==> src/rtl/bnn_layer_seq_if.sv <==
// Handshake and load bus for the sequential binary-neuron layer.
interface bnn_layer_seq_if #(
  parameter int NUM_NEURONS = 4,
  parameter int NUM_INPUTS  = 6
);
  logic                   in_valid;
  logic                   in_ready;
  logic [NUM_INPUTS-1:0]  in_data;
  logic                   load_en;
  logic                   load_sel;
  logic [NUM_INPUTS-1:0]  load_data;
  logic                   out_valid;
  logic [NUM_NEURONS-1:0] out_data;
  logic                   busy;

  // Driver side: offers vectors and loads, observes results.
  modport master (
    output in_valid, in_data, load_en, load_sel, load_data,
    input  in_ready, out_valid, out_data, busy
  );

  // Layer side.
  modport slave (
    input  in_valid, in_data, load_en, load_sel, load_data,
    output in_ready, out_valid, out_data, busy
  );
endinterface

==> src/rtl/bnn_layer_seq.sv <==
// Binary neural network layer evaluated one neuron per cycle.
// Activation k = popcount(input XNOR weight[k]) >= threshold[k].
module bnn_layer_seq #(
  parameter int NUM_NEURONS = 4,
  parameter int NUM_INPUTS  = 6,
  parameter int THR_INIT    = 2
) (
  input  logic               clk,
  input  logic               reset,
  bnn_layer_seq_if.slave     bus
);
  localparam int THR_W = $clog2(NUM_INPUTS + 1);
  localparam int K_W   = (NUM_NEURONS > 1) ? $clog2(NUM_NEURONS) : 1;
  localparam int unsigned NI = NUM_INPUTS;
  localparam logic [K_W-1:0] K_LAST = K_W'(NUM_NEURONS - 1);

  typedef enum logic [1:0] {
    IDLE    = 2'd0,
    COMPUTE = 2'd1,
    DONE    = 2'd2
  } state_t;

  state_t                 state_q, state_d;
  logic [K_W-1:0]         k_q, k_d;
  logic [K_W-1:0]         wptr_q, wptr_d;
  logic [K_W-1:0]         tptr_q, tptr_d;
  logic [NUM_INPUTS-1:0]  in_reg_q, in_reg_d;
  logic [NUM_NEURONS-1:0] stage_q, stage_d;
  logic [NUM_NEURONS-1:0] out_data_q, out_data_d;
  logic [NUM_INPUTS-1:0]  weight_q [NUM_NEURONS];
  logic [NUM_INPUTS-1:0]  weight_d [NUM_NEURONS];
  logic [THR_W-1:0]       thr_q    [NUM_NEURONS];
  logic [THR_W-1:0]       thr_d    [NUM_NEURONS];

  logic [NUM_INPUTS-1:0]  match;
  logic [THR_W-1:0]       sum;
  logic                   fire;

  assign bus.in_ready  = (state_q == IDLE) && !bus.load_en;
  assign bus.out_valid = (state_q == DONE);
  assign bus.busy      = (state_q != IDLE);
  assign bus.out_data  = out_data_q;

  // Popcount of agreeing bits for the neuron currently being evaluated.
  always_comb begin
    match = ~(in_reg_q ^ weight_q[k_q]);
    sum   = '0;
    for (int unsigned i = 0; i < NI; i++) begin
      sum = sum + THR_W'(match[i]);
    end
    fire = (sum >= thr_q[k_q]);
  end

  // Next-state, load handling and neuron sequencing.
  always_comb begin
    state_d    = state_q;
    k_d        = k_q;
    wptr_d     = wptr_q;
    tptr_d     = tptr_q;
    in_reg_d   = in_reg_q;
    stage_d    = stage_q;
    out_data_d = out_data_q;
    weight_d   = weight_q;
    thr_d      = thr_q;

    unique case (state_q)
      IDLE: begin
        if (bus.load_en) begin
          if (bus.load_sel) begin
            thr_d[tptr_q] = bus.load_data[THR_W-1:0];
            tptr_d        = (tptr_q == K_LAST) ? '0 : tptr_q + 1'b1;
          end else begin
            weight_d[wptr_q] = bus.load_data;
            wptr_d           = (wptr_q == K_LAST) ? '0 : wptr_q + 1'b1;
          end
        end else if (bus.in_valid) begin
          in_reg_d = bus.in_data;
          k_d      = '0;
          state_d  = COMPUTE;
        end
      end
      COMPUTE: begin
        stage_d[k_q] = fire;
        // The last neuron's bit is merged combinationally so the result
        // register sees the complete vector on the same edge.
        if (k_q == K_LAST) begin
          out_data_d = stage_d;
          state_d    = DONE;
        end else begin
          k_d = k_q + 1'b1;
        end
      end
      DONE:    state_d = IDLE;
      default: state_d = IDLE;
    endcase
  end

  // State register with synchronous reset.
  always_ff @(posedge clk) begin
    if (reset) begin
      state_q    <= IDLE;
      k_q        <= '0;
      wptr_q     <= '0;
      tptr_q     <= '0;
      in_reg_q   <= '0;
      stage_q    <= '0;
      out_data_q <= '0;
      weight_q   <= '{default: '0};
      thr_q      <= '{default: THR_W'(THR_INIT)};
    end else begin
      state_q    <= state_d;
      k_q        <= k_d;
      wptr_q     <= wptr_d;
      tptr_q     <= tptr_d;
      in_reg_q   <= in_reg_d;
      stage_q    <= stage_d;
      out_data_q <= out_data_d;
      weight_q   <= weight_d;
      thr_q      <= thr_d;
    end
  end
endmodule
==> src/flat_wrapper.sv <==
// flat-port wrapper written by rule: the top's interface ports become plain ports
module bnn_layer_seq_flat 
#(
  parameter int NUM_NEURONS = 4,
  parameter int NUM_INPUTS  = 6,
  parameter int THR_INIT    = 2
)
  (clk, reset, bus_in_valid, bus_in_data, bus_load_en, bus_load_sel, bus_load_data, bus_in_ready, bus_out_valid, bus_out_data, bus_busy);
  bnn_layer_seq_if #(.NUM_NEURONS(NUM_NEURONS), .NUM_INPUTS(NUM_INPUTS)) bus_i ();
  input  logic clk;
  input  logic reset;
  input wire logic [$bits(bus_i.in_valid)-1:0] bus_in_valid;
  input wire logic [$bits(bus_i.in_data)-1:0] bus_in_data;
  input wire logic [$bits(bus_i.load_en)-1:0] bus_load_en;
  input wire logic [$bits(bus_i.load_sel)-1:0] bus_load_sel;
  input wire logic [$bits(bus_i.load_data)-1:0] bus_load_data;
  output wire logic [$bits(bus_i.in_ready)-1:0] bus_in_ready;
  output wire logic [$bits(bus_i.out_valid)-1:0] bus_out_valid;
  output wire logic [$bits(bus_i.out_data)-1:0] bus_out_data;
  output wire logic [$bits(bus_i.busy)-1:0] bus_busy;
  assign bus_i.in_valid = bus_in_valid;
  assign bus_i.in_data = bus_in_data;
  assign bus_i.load_en = bus_load_en;
  assign bus_i.load_sel = bus_load_sel;
  assign bus_i.load_data = bus_load_data;
  assign bus_in_ready = bus_i.in_ready;
  assign bus_out_valid = bus_i.out_valid;
  assign bus_out_data = bus_i.out_data;
  assign bus_busy = bus_i.busy;
  bnn_layer_seq #(.NUM_NEURONS(NUM_NEURONS), .NUM_INPUTS(NUM_INPUTS), .THR_INIT(THR_INIT)) u_core (.clk(clk), .reset(reset), .bus(bus_i));
endmodule
==> config.mk <==
export PLATFORM = sky130hd
export DESIGN_NAME = bnn_layer_seq_flat
export DESIGN_NICKNAME = d
export VERILOG_FILES = /design/src/rtl/bnn_layer_seq_if.sv /design/src/rtl/bnn_layer_seq.sv /design/src/flat_wrapper.sv
export SDC_FILE = /design/constraint.sdc
export NUM_CORES = 1
export LEC_CHECK = 0
export CAP_MARGIN = 5
export CORE_AREA = 2 2 84 86
export DETAILED_ROUTE_END_ITERATION = 6
export DIE_AREA = 0 0 86 88
export GPL_ROUTABILITY_DRIVEN = 0
export SLEW_MARGIN = 5
export SYNTH_ARGS = -nofsm -noshare
export SYNTH_HDL_FRONTEND = slang
export SYNTH_SLANG_ARGS = --single-unit
==> constraint.sdc <==
create_clock -name clk -period 6.8 [get_ports clk]
set_clock_uncertainty 0.15 [all_clocks]
set_input_delay 1.36 -clock clk [delete_from_list [all_inputs] [get_ports clk]]
set_output_delay 1.36 -clock clk [all_outputs]
set_load 0.03 [all_outputs]
## Word-level counts from Yosys, hierarchy flattened

Index checks and enable logic that the tools add are counted.

- Multiplexer cells: 25
- Magnitude comparators: 8
- Add/sub/neg operators: 8
- Reductions and logical operators: 14
- Equal/unequal tests: 9
- Bitwise gates (word level): 7

Operators by type and width:

| kind | number |
|---|---|
| bitwise mux 24 bit | 1 |
| 2-to-1 mux 6 bit | 3 |
| 2-to-1 mux 2 bit | 8 |
| adder 3 x 1 -> 3 bit | 4 |
| binary-select mux 6 bit (select 2 bit) | 1 |
| bitwise mux 12 bit | 1 |
| demux 6 bit (select 2 bit) | 1 |
| AND reduction 3 bit | 4 |
| >= comparator 3 bit, second input constant | 3 |
| 2-to-1 mux 3 bit | 3 |
| inverter 2 -> 3 bit | 3 |
| equality test 2 bit, second input constant | 4 |
| one-hot mux 2 bit (2 select lines) | 2 |
| adder 2 x 1 -> 2 bit, second input constant | 3 |
| binary-select mux 3 bit (select 2 bit) | 1 |
| demux 3 bit (select 2 bit) | 1 |
| < comparator 3 x 1 -> 1 bit, second input constant | 2 |
| != test 2 bit, second input constant | 3 |
| inverter 6 bit | 1 |
| XOR 6 bit | 1 |
| bitwise mux 4 bit | 1 |
| logical AND 1 bit | 4 |
| AND reduction 4 bit | 1 |
| nonzero test 2 bit | 2 |
| other kinds (12) | 13 |

- Output and inout bits: 7
- Flip-flop bits (word level): 58
- Word-level logic and storage cells: 86
- Bits of input ports: 17

## Longest topological paths before layout

- Word-level depth: 13
- Depth in mapped cells: 13
- Gate-level depth less buffers: 12

## Worst setup path before layout

OpenSTA, ideal clock, no wires.

- Kind: flip-flop to flip-flop
- From: register u_core.k_q[0]
- To: register u_core.out_data_q[0], in the netlist u_core.bus.out_data[0]
- Arrival: 3.935 ns
- Slack: 2.572 ns
- Path buffers: 1
- Period minus slack after synthesis: 4.228 ns
- Stages on the path, launching flop included: 14
- Library setup time: 0.143 ns
- Cells stage by stage: dfxtp_1 > buf_2 > mux4_2 > xnor2_1 > ha_1 > fa_1 > inv_1 > fa_1 > inv_1 > fa_1 > ha_1 > a21o_1 > a31oi_1 > o221ai_1

- Longest elaborated chain between the ends: 13
- Elaborated cells on any way between the ends: 23
- Those cells by class: add/sub: 5; order compare: 3; eq/ne: 1; mux: 9; bitwise: 3; reduce/logical: 2

RTL lines:

| element | RTL line | text |
|---|---|---|
| start, declared | bnn_layer_seq.sv:24 | `logic [K_W-1:0] k_q, k_d;` |
| start signal, assigned | bnn_layer_seq.sv:112 | `k_q <= k_d;` |
| inverter 2 -> 3 bit (not written as such) | bnn_layer_seq.sv:46, bnn_layer_seq.sv:51 |  |
| binary-select mux 6 bit (select 2 bit) | bnn_layer_seq.sv:46 | `match = ~(in_reg_q ^ weight_q[k_q]);` |
| 2-to-1 mux 6 bit (not written as such) (2 in series) | bnn_layer_seq.sv:46 |  |
| XOR 6 bit | bnn_layer_seq.sv:46 |  |
| inverter 6 bit | bnn_layer_seq.sv:46 |  |
| adder 1 x 1 -> 2 bit | bnn_layer_seq.sv:49 | `sum = sum + THR_W'(match[i]);` |
| adder 3 x 1 -> 3 bit (4 in series) | bnn_layer_seq.sv:49 |  |
| >= comparator 3 bit | bnn_layer_seq.sv:51 | `fire = (sum >= thr_q[k_q]);` |
| bitwise mux 4 bit | bnn_layer_seq.sv:83 | `stage_d[k_q] = fire;` |
| end signal, assigned | bnn_layer_seq.sv:117 | `out_data_q <= out_data_d;` |
| end, declared | bnn_layer_seq.sv:29 | `logic [NUM_NEURONS-1:0] out_data_q, out_data_d;` |

Parallel ways exist; a longest one is shown, timed or not. The select of a mux whose other input is x is not followed.
A chain may end at the register's enable or synchronous reset.

## Worst setup path in the final report

- From: register u_core.k_q[1]
- To: register u_core.out_data_q[0], in the netlist u_core.bus.out_data[0]

Same word-level chain as after synthesis.

==> impl_summary.md <==
Clock network
Buffers added to address setup during post-CTS repair amount to 0. The number of gates given a new drive strength after cts is 0. At the later pin of the worst-skew pair, clock insertion delay measures 0.33 ns. The H-tree was split into 3 levels.

The TritonCTS buffer count is 9. After clock tree synthesis, the clock-pin slew on the worst setup and hold paths is 0.07 ns. TritonCTS built the clock tree. The number of buffers on the longest clock path is 2. Counting every sink on the clock net gives 57.

The number of buffers inserted by hold repair at cts is 0. The cell chosen for the clock root is sky130_fd_sc_hd__clkbuf_8.

Critical path
In this design, the critical path's most frequently occurring cell is sky130_fd_sc_hd__fa_1. The highest fanout seen on the critical path is 13. The nature of the critical path endpoint is a register. The critical path in this run is classified as reg -> reg. The largest single stage delay on the critical path is 0.71 ns. The critical path data required time is 6.84 ns.

At the worst endpoint, the arrival time is 4.47 ns. The highest-delay cell along the critical path is sky130_fd_sc_hd__dfxtp_1. The sum of buffers and inverters on the critical path is 2.

Grouping stages by cell kind, the critical path spends the most delay in adder cells. STA classifies the critical path startpoint as a register. Walking the worst path, the cells encountered are mux4_2 > xnor2_1 > ha_1 > fa_1 > inv_1 > fa_1 > inv_1 > fa_1 > ha_1 > a21o_1 > a31oi_1 > o221ai_1.

Yosys
The cell area that synthesis handed to floorplanning was 2890 µm². The synthesized design contains 57 register bits. The number of distinct library cells after synthesis is 34. The synthesized area per cell is 10.6 µm². The portion of the post-synthesis area used by sequential elements is 0.394. The number of instances in the synthesized netlist is 272.

For this run, the number of Yosys warnings is 0. The synthesized netlist net count is 308.

Detailed routing
The via count is 1,921. The detail-routed via count per cell is 5.15. After detailed routing, the number of remaining DRC violations is 0.

For this run, the detailed router's first-pass iteration total came to 4. The per-cell routed wire length is 14.9 µm. The number of nets still failing antenna checks after routing is 0. The routed design has 5570 µm of wire.

The starting DRC count in detailed routing is 72.

Floorplanning
In this run the count of I/O pins placed on the die edge is 24. The die is 88 µm tall. The number of cell rows is 30.

The area of the core is 6640 µm². The initial utilization of the core area, before any placement, comes to 0.435. The die is 86 µm wide. The die covers 7570 µm².

Place
The placed standard-cell area is 3140 µm². The number of port buffers is 23. The placement-stage worst setup slack is 2.36 ns. Once detailed placement completed, the half-perimeter wirelength came to 3750 µm.

Timing
Setup repair after global routing left no endpoint under its margin. In the post-route analysis, the smallest setup slack over all paths is 2.37 ns. The number of failing setup endpoints in the final timing report is 0.

For this run, the top clock speed supported by timing is 0.226 GHz. The final count of pins violating max slew is 0. The clock period minus worst slack is 4.43 ns. Setup total negative slack on the finished layout was measured at 0 ns.

The number of hold violations in the final report came to 0. The transition time at the pin with the least slew margin is 1.02 ns. The post-route fraction of the period consumed by the critical path is 0.652. The worst pin sits at a relative slew slack of 0.321.

Hold path
The worst hold path belongs to the class reg -> reg.

Global routing
The maximum number of pins on one net before global-route repair is 71. The via count of the first global-routing pass is 1,876. The first-pass GRT wire length is 9300 µm. The number of antenna violations at the first check in global routing is 0. The global route total overflow is 0. The overall global routing resource usage is 0.163.

Power and ir drop
The peak supply drop is 0.157 mV. The standby leakage power is 1.43 nW. For this design the ratio of total power to cell area is 229 nW/µm².

Layout
Of the cells placed in the final design, the portion with a size suffix greater than 1 is 0.109. The number of antenna diodes in the final layout is 0. From synthesis to final layout, the design area changed by 15.4%. Across the whole layout, storage elements account for 1140 µm².

The final non-filler cell area is 3340 µm². The area of combinational cells with multiple inputs is 1630 µm². The net count of the finished layout is 325. In the layout the commonest cells are sky130_fd_sc_hd__dfxtp_1 (57), sky130_fd_sc_hd__mux2i_1 (46), sky130_fd_sc_hd__nand2b_1 (43). The most frequent standard cell in the layout excluding fill and tap cells is sky130_fd_sc_hd__dfxtp_1.

For this run, the share of the core covered by cells in the final layout is 0.502. Counting the fill cells in the layout gives 611.

Outcome
The run finished with clean final reports.

Run
Across the run, the number of max-cap violations was 0.
[sequential cells by signal, summed over array words and instances (netlist names)]
register             count
u_core.weight_q         24
u_core.thr_q            12
u_core.in_reg_q          6
u_core.bus.out_data      4
u_core.stage_q           3
u_core.k_q               2
u_core.state_q           2
u_core.tptr_q            2
u_core.wptr_q            2
[area by class of cell]
class	count	area share
Clock inverter	3	0.0120
Multi-Input combinational cell	186	0.487
Sequential cell	57	0.342
Clock buffer	12	0.0465
Tap cell	80	0.0300
Inverter	11	0.0124
Timing Repair Buffer	24	0.0697
[path summary, 6_finish.rpt]
check                          start                      to  slack (ns)  cells past startpoint
setup / recovery       u_core.k_q[1]  u_core.bus.out_data[0]        2.37                     12
hold / removal    u_core.weight_q[9]      u_core.weight_q[9]        0.32                      2
setup reg to reg       u_core.k_q[1]  u_core.bus.out_data[0]        2.37                     12
hold reg to reg   u_core.weight_q[9]      u_core.weight_q[9]        0.32                      2
[routing by layer]
metal	vias up	share of wire	track usage
met1	925	0.48	0.212
met3	7	0.038	0.0575
met2	29	0.48	0.259
met4	0	0.0083	0.0433
li1	960	-	-
met5	-	0	0
[worst register-to-register path, cell delays in order (launching register included)]
cell and delay (ns):
sky130_fd_sc_hd__dfxtp_1 0.71, sky130_fd_sc_hd__mux4_2 0.41, sky130_fd_sc_hd__xnor2_1 0.14, sky130_fd_sc_hd__ha_1 0.32, sky130_fd_sc_hd__fa_1 0.53, sky130_fd_sc_hd__inv_1 0.05, sky130_fd_sc_hd__fa_1 0.40, sky130_fd_sc_hd__inv_1 0.07
sky130_fd_sc_hd__fa_1 0.41, sky130_fd_sc_hd__ha_1 0.21, sky130_fd_sc_hd__a21o_1 0.15, sky130_fd_sc_hd__a31oi_1 0.52, sky130_fd_sc_hd__o221ai_1 0.22
[cell families after synthesis]
logic type               Yosys count  synth area share
buffers and inverters             29            0.0433
AO/OA/AOI/OAI                     15            0.0359
adder cells (fa/ha/maj)           19            0.0900
multiplexers                      55             0.229
AND/OR/NAND/NOR                   91             0.189
flip-flops                        57             0.394
XOR/XNOR                           6            0.0182
[stage by stage]
step	hold WS, ns	instances	total power [mW]
after floorplan	0.296	272	0.428
after global placement	0.309	358	0.453
after detailed placement	0.317	358	0.456
after CTS	0.328	373	0.773
after global routing	0.352	373	0.802
final	0.324	373	0.763
[cell usage after synthesis, drive strengths merged]
cell	count	area, µm²
and4bb	1	12.5
clkbuf	10	37.5
and2b	1	7.51
mux4	9	203
nand3b	4	30.0
nand3	2	10.0
inv	11	41.3
nor2b	2	12.5
dfxtp	57	1140
fa	3	60.1
xnor2	4	35.0
or4b	1	10.0
xor2	2	17.5
a31oi	1	6.26
buf	8	46.3
nor4b	1	23.8
or3b	1	8.76
nand2b	43	269
a211oi	1	7.51
and4b	1	10.0
o221ai	3	26.3
a311oi	3	26.3
mux2i	46	460
and3b	1	10.0
nor2	20	75.1
nand2	10	45.1
a21o	1	7.51
nor3b	3	22.5
a21oi	6	30.0
ha	16	200
[report_power, final]
group	leakage, nW	total (mW)	internal, mW	switching, mW
sequential	0.462	0.351	0.343	0.00794
clock	0.102	0.315	0.186	0.129
combinational	0.862	0.0966	0.0478	0.0488
Power figures use the tool's default switching activity.
==> variant (same flow settings) <==
Take the reset off `stage_q` and `out_data_q` and load them in a clocked block of their own.
--- a/src/rtl/bnn_layer_seq.sv
+++ b/src/rtl/bnn_layer_seq.sv
@@ -104,6 +104,4 @@
       tptr_q     <= '0;
       in_reg_q   <= '0;
-      stage_q    <= '0;
-      out_data_q <= '0;
       weight_q   <= '{default: '0};
       thr_q      <= '{default: THR_W'(THR_INIT)};
@@ -114,9 +112,12 @@
       tptr_q     <= tptr_d;
       in_reg_q   <= in_reg_d;
-      stage_q    <= stage_d;
-      out_data_q <= out_data_d;
       weight_q   <= weight_d;
       thr_q      <= thr_d;
     end
   end
+
+  always_ff @(posedge clk) begin
+    stage_q    <= stage_d;
+    out_data_q <= out_data_d;
+  end
 endmodule
Formal check against the unedited RTL: differs if reset is asserted again (counterexample within 10 cycles, from zero or initial values and one cycle with reset high); with reset held inactive, the same outputs for 10 cycles.
==> variant against the original RTL <==
Cell area shrank 0.67%. Total power shrank 3.2%. Synthesized area shrank 0.48%. Routed wire length shrank 3.3%. Non-clock buffer count is the same. Sequential cell count grew 1. Worst setup slack lost 0.091 ns. Hold slack lost 0.0031 ns.
==> variant: results (changes against the original RTL) <==
- Status: finished clean
- Maximum root-to-sink buffer count: 2 (unchanged)
- Ranking of synthesized cells by area: dfxtp_1 35%, mux2i_1 17%, nand2b_1 8.5%
- Number of antenna violations at the first check in global routing: 0 (unchanged)
- Yosys cell types: 32 (-5.9%)
- Worst-path fanout max: 14 (+1)
- Antenna viol nets, final: 0 (unchanged)
- I/O Buffers: 23 (unchanged)
- CTS root buffer: clkbuf_8
- Worst hold path class: reg -> reg
- Share of cells above drive strength 1: 10.7% (-0.25 points)
- Clk pin slew, worst setup/hold paths: 0.06 ns
- Initial DRC count: 99 (+38%)
- First-pass GRT wire length: 9.16 mm (-1.6%)
- Place WS: 2.23 ns (-0.133 ns)
- CP arrival: 4.43 ns (-0.04 ns)
- Filler cells: 610 (-0.16%)
- Number of gates resized after cts: 0 (unchanged)
- First-pass DRT Iterations: 4 (unchanged)
- # H-tree levels: 3 (unchanged)
- GRT Total Usage: 16.1% (-0.19 points)
- Area occupied by multi-input gates: 1530 sq um (-5.7%)
- Final nets: 312 (-4.0%)
- Sequential fraction of the synthesis area: 43.1% (+3.7 points)
- FFs w/ async S/R, synth: 0% (unchanged)
- Pleak: 1.41 nW (-1.1%)
- DP Wirelength: 3.76 mm (+0.38%)
- Sw Share: 25.7% (+1.3 points)
- Ys Warns: 0 (unchanged)
- Regs by FF count: u_core.weight_q x24, u_core.thr_q x12, u_core.in_reg_q x6
- Top FF cell, synth: dfxtp_1
- Post-synth EDFFs: 8 (+8)
- Vias/cell: 4.97 (-3.6%)
- Maximum VDD drop: 0.0000961 V (-39%)
- WL/cell: 14.9 microns (-0.13%)
- Vias in the first global route: 1801 (-4.0%)
- Antenna Cells: 0 (unchanged)
- Placed instance area: 3150 sq um (+0.28%)
- Syn nets: 290 (-5.8%)
- Clock buffer count from CTS: 9 (unchanged)
- Worst-Skew Late Latency: 0.33 ns (about the same)
- Synth cell count leaders: 50 x dfxtp_1, 50 x mux2i_1, 39 x nand2b_1, 18 x nor2_1, 16 x ha_1
- Relative slew margins: 46.7% (+15 points)
- Post-CTS Setup Inserts: 0 (unchanged)
- Largest net degree at the start of global routing: 59 (-17%)
## variant: cell types whose count changed after synthesis, moves of 4 or more
cell      before  now
nand2b_1      43   39
o21ai_0        0    4
dfxtp_1       57   50
clkbuf_1      10    6
mux2i_1       46   50
edfxtp_1       0    8
## variant: stage by stage
step	cells	utilization [%]
after floorplan	254	-
after global placement	345	47.4
after detailed placement	345	47.4
after CTS	361	49.9
after global routing	361	49.9
final	361	49.9
## variant: layout make-up
| type | count | area share, % |
|---|---|---|
| multi-input cells | 173 | 46.3 |
| flip-flops and latches | 58 | 37.4 |
| clock buffers | 13 | 4.49 |
| repair buffers | 24 | 7.17 |
| well taps | 80 | 3.02 |
| clock inverters | 3 | 0.453 |
| inverters | 10 | 1.13 |
## variant: final timing paths
kind	to	start	slack, ns	cells after the start
worst min register to register	u_core.weight_q[0]	u_core.weight_q[0]	0.32	2
worst min-delay path	u_core.weight_q[0]	u_core.weight_q[0]	0.32	2
worst max-delay path	u_core.bus.out_data[0]	u_core.k_q[0]	2.27	11
worst max register to register	u_core.bus.out_data[0]	u_core.k_q[0]	2.27	11
## variant: cells by family after synthesis
kind of cell	Yosys count	synth area share [%]
AO/OA/AOI/OAI	8	1.48
AND/OR/NAND/NOR	81	16.5
buffers and inverters	23	3.61
XOR/XNOR	6	1.83
multiplexers	59	24.4
adder cells (fa/ha/maj)	19	9.04
flip-flops	58	43.1
## variant: worst max-delay path, cell delays in order (launching register included)
cell and delay, ns:
dfxtp_1 0.84, mux4_2 0.61, xnor2_1 0.14, ha_1 0.32, fa_1 0.53, inv_1 0.05
fa_1 0.40, inv_1 0.08, fa_1 0.42, ha_1 0.30, a21oi_1 0.24, o21ai_0 0.16
## variant: metal layers
metal	GRT usage [%]	part of all wire, %	up-vias
li1	-	-	911
met1	21.0	49	847
met2	25.5	46	27
met3	3.96	3.0	8
met4	6.93	1.8	0
met5	0	0	-
## variant: power groups by stage
stage	registers, mW	logic, mW	clock network (mW)
final	0.369	0.0997	0.270
after global routing	0.371	0.115	0.292
after CTS	0.369	0.102	0.276
after detailed placement	0.377	0.101	0
after global placement	0.376	0.0977	0
after floorplan	0.371	0.0755	0
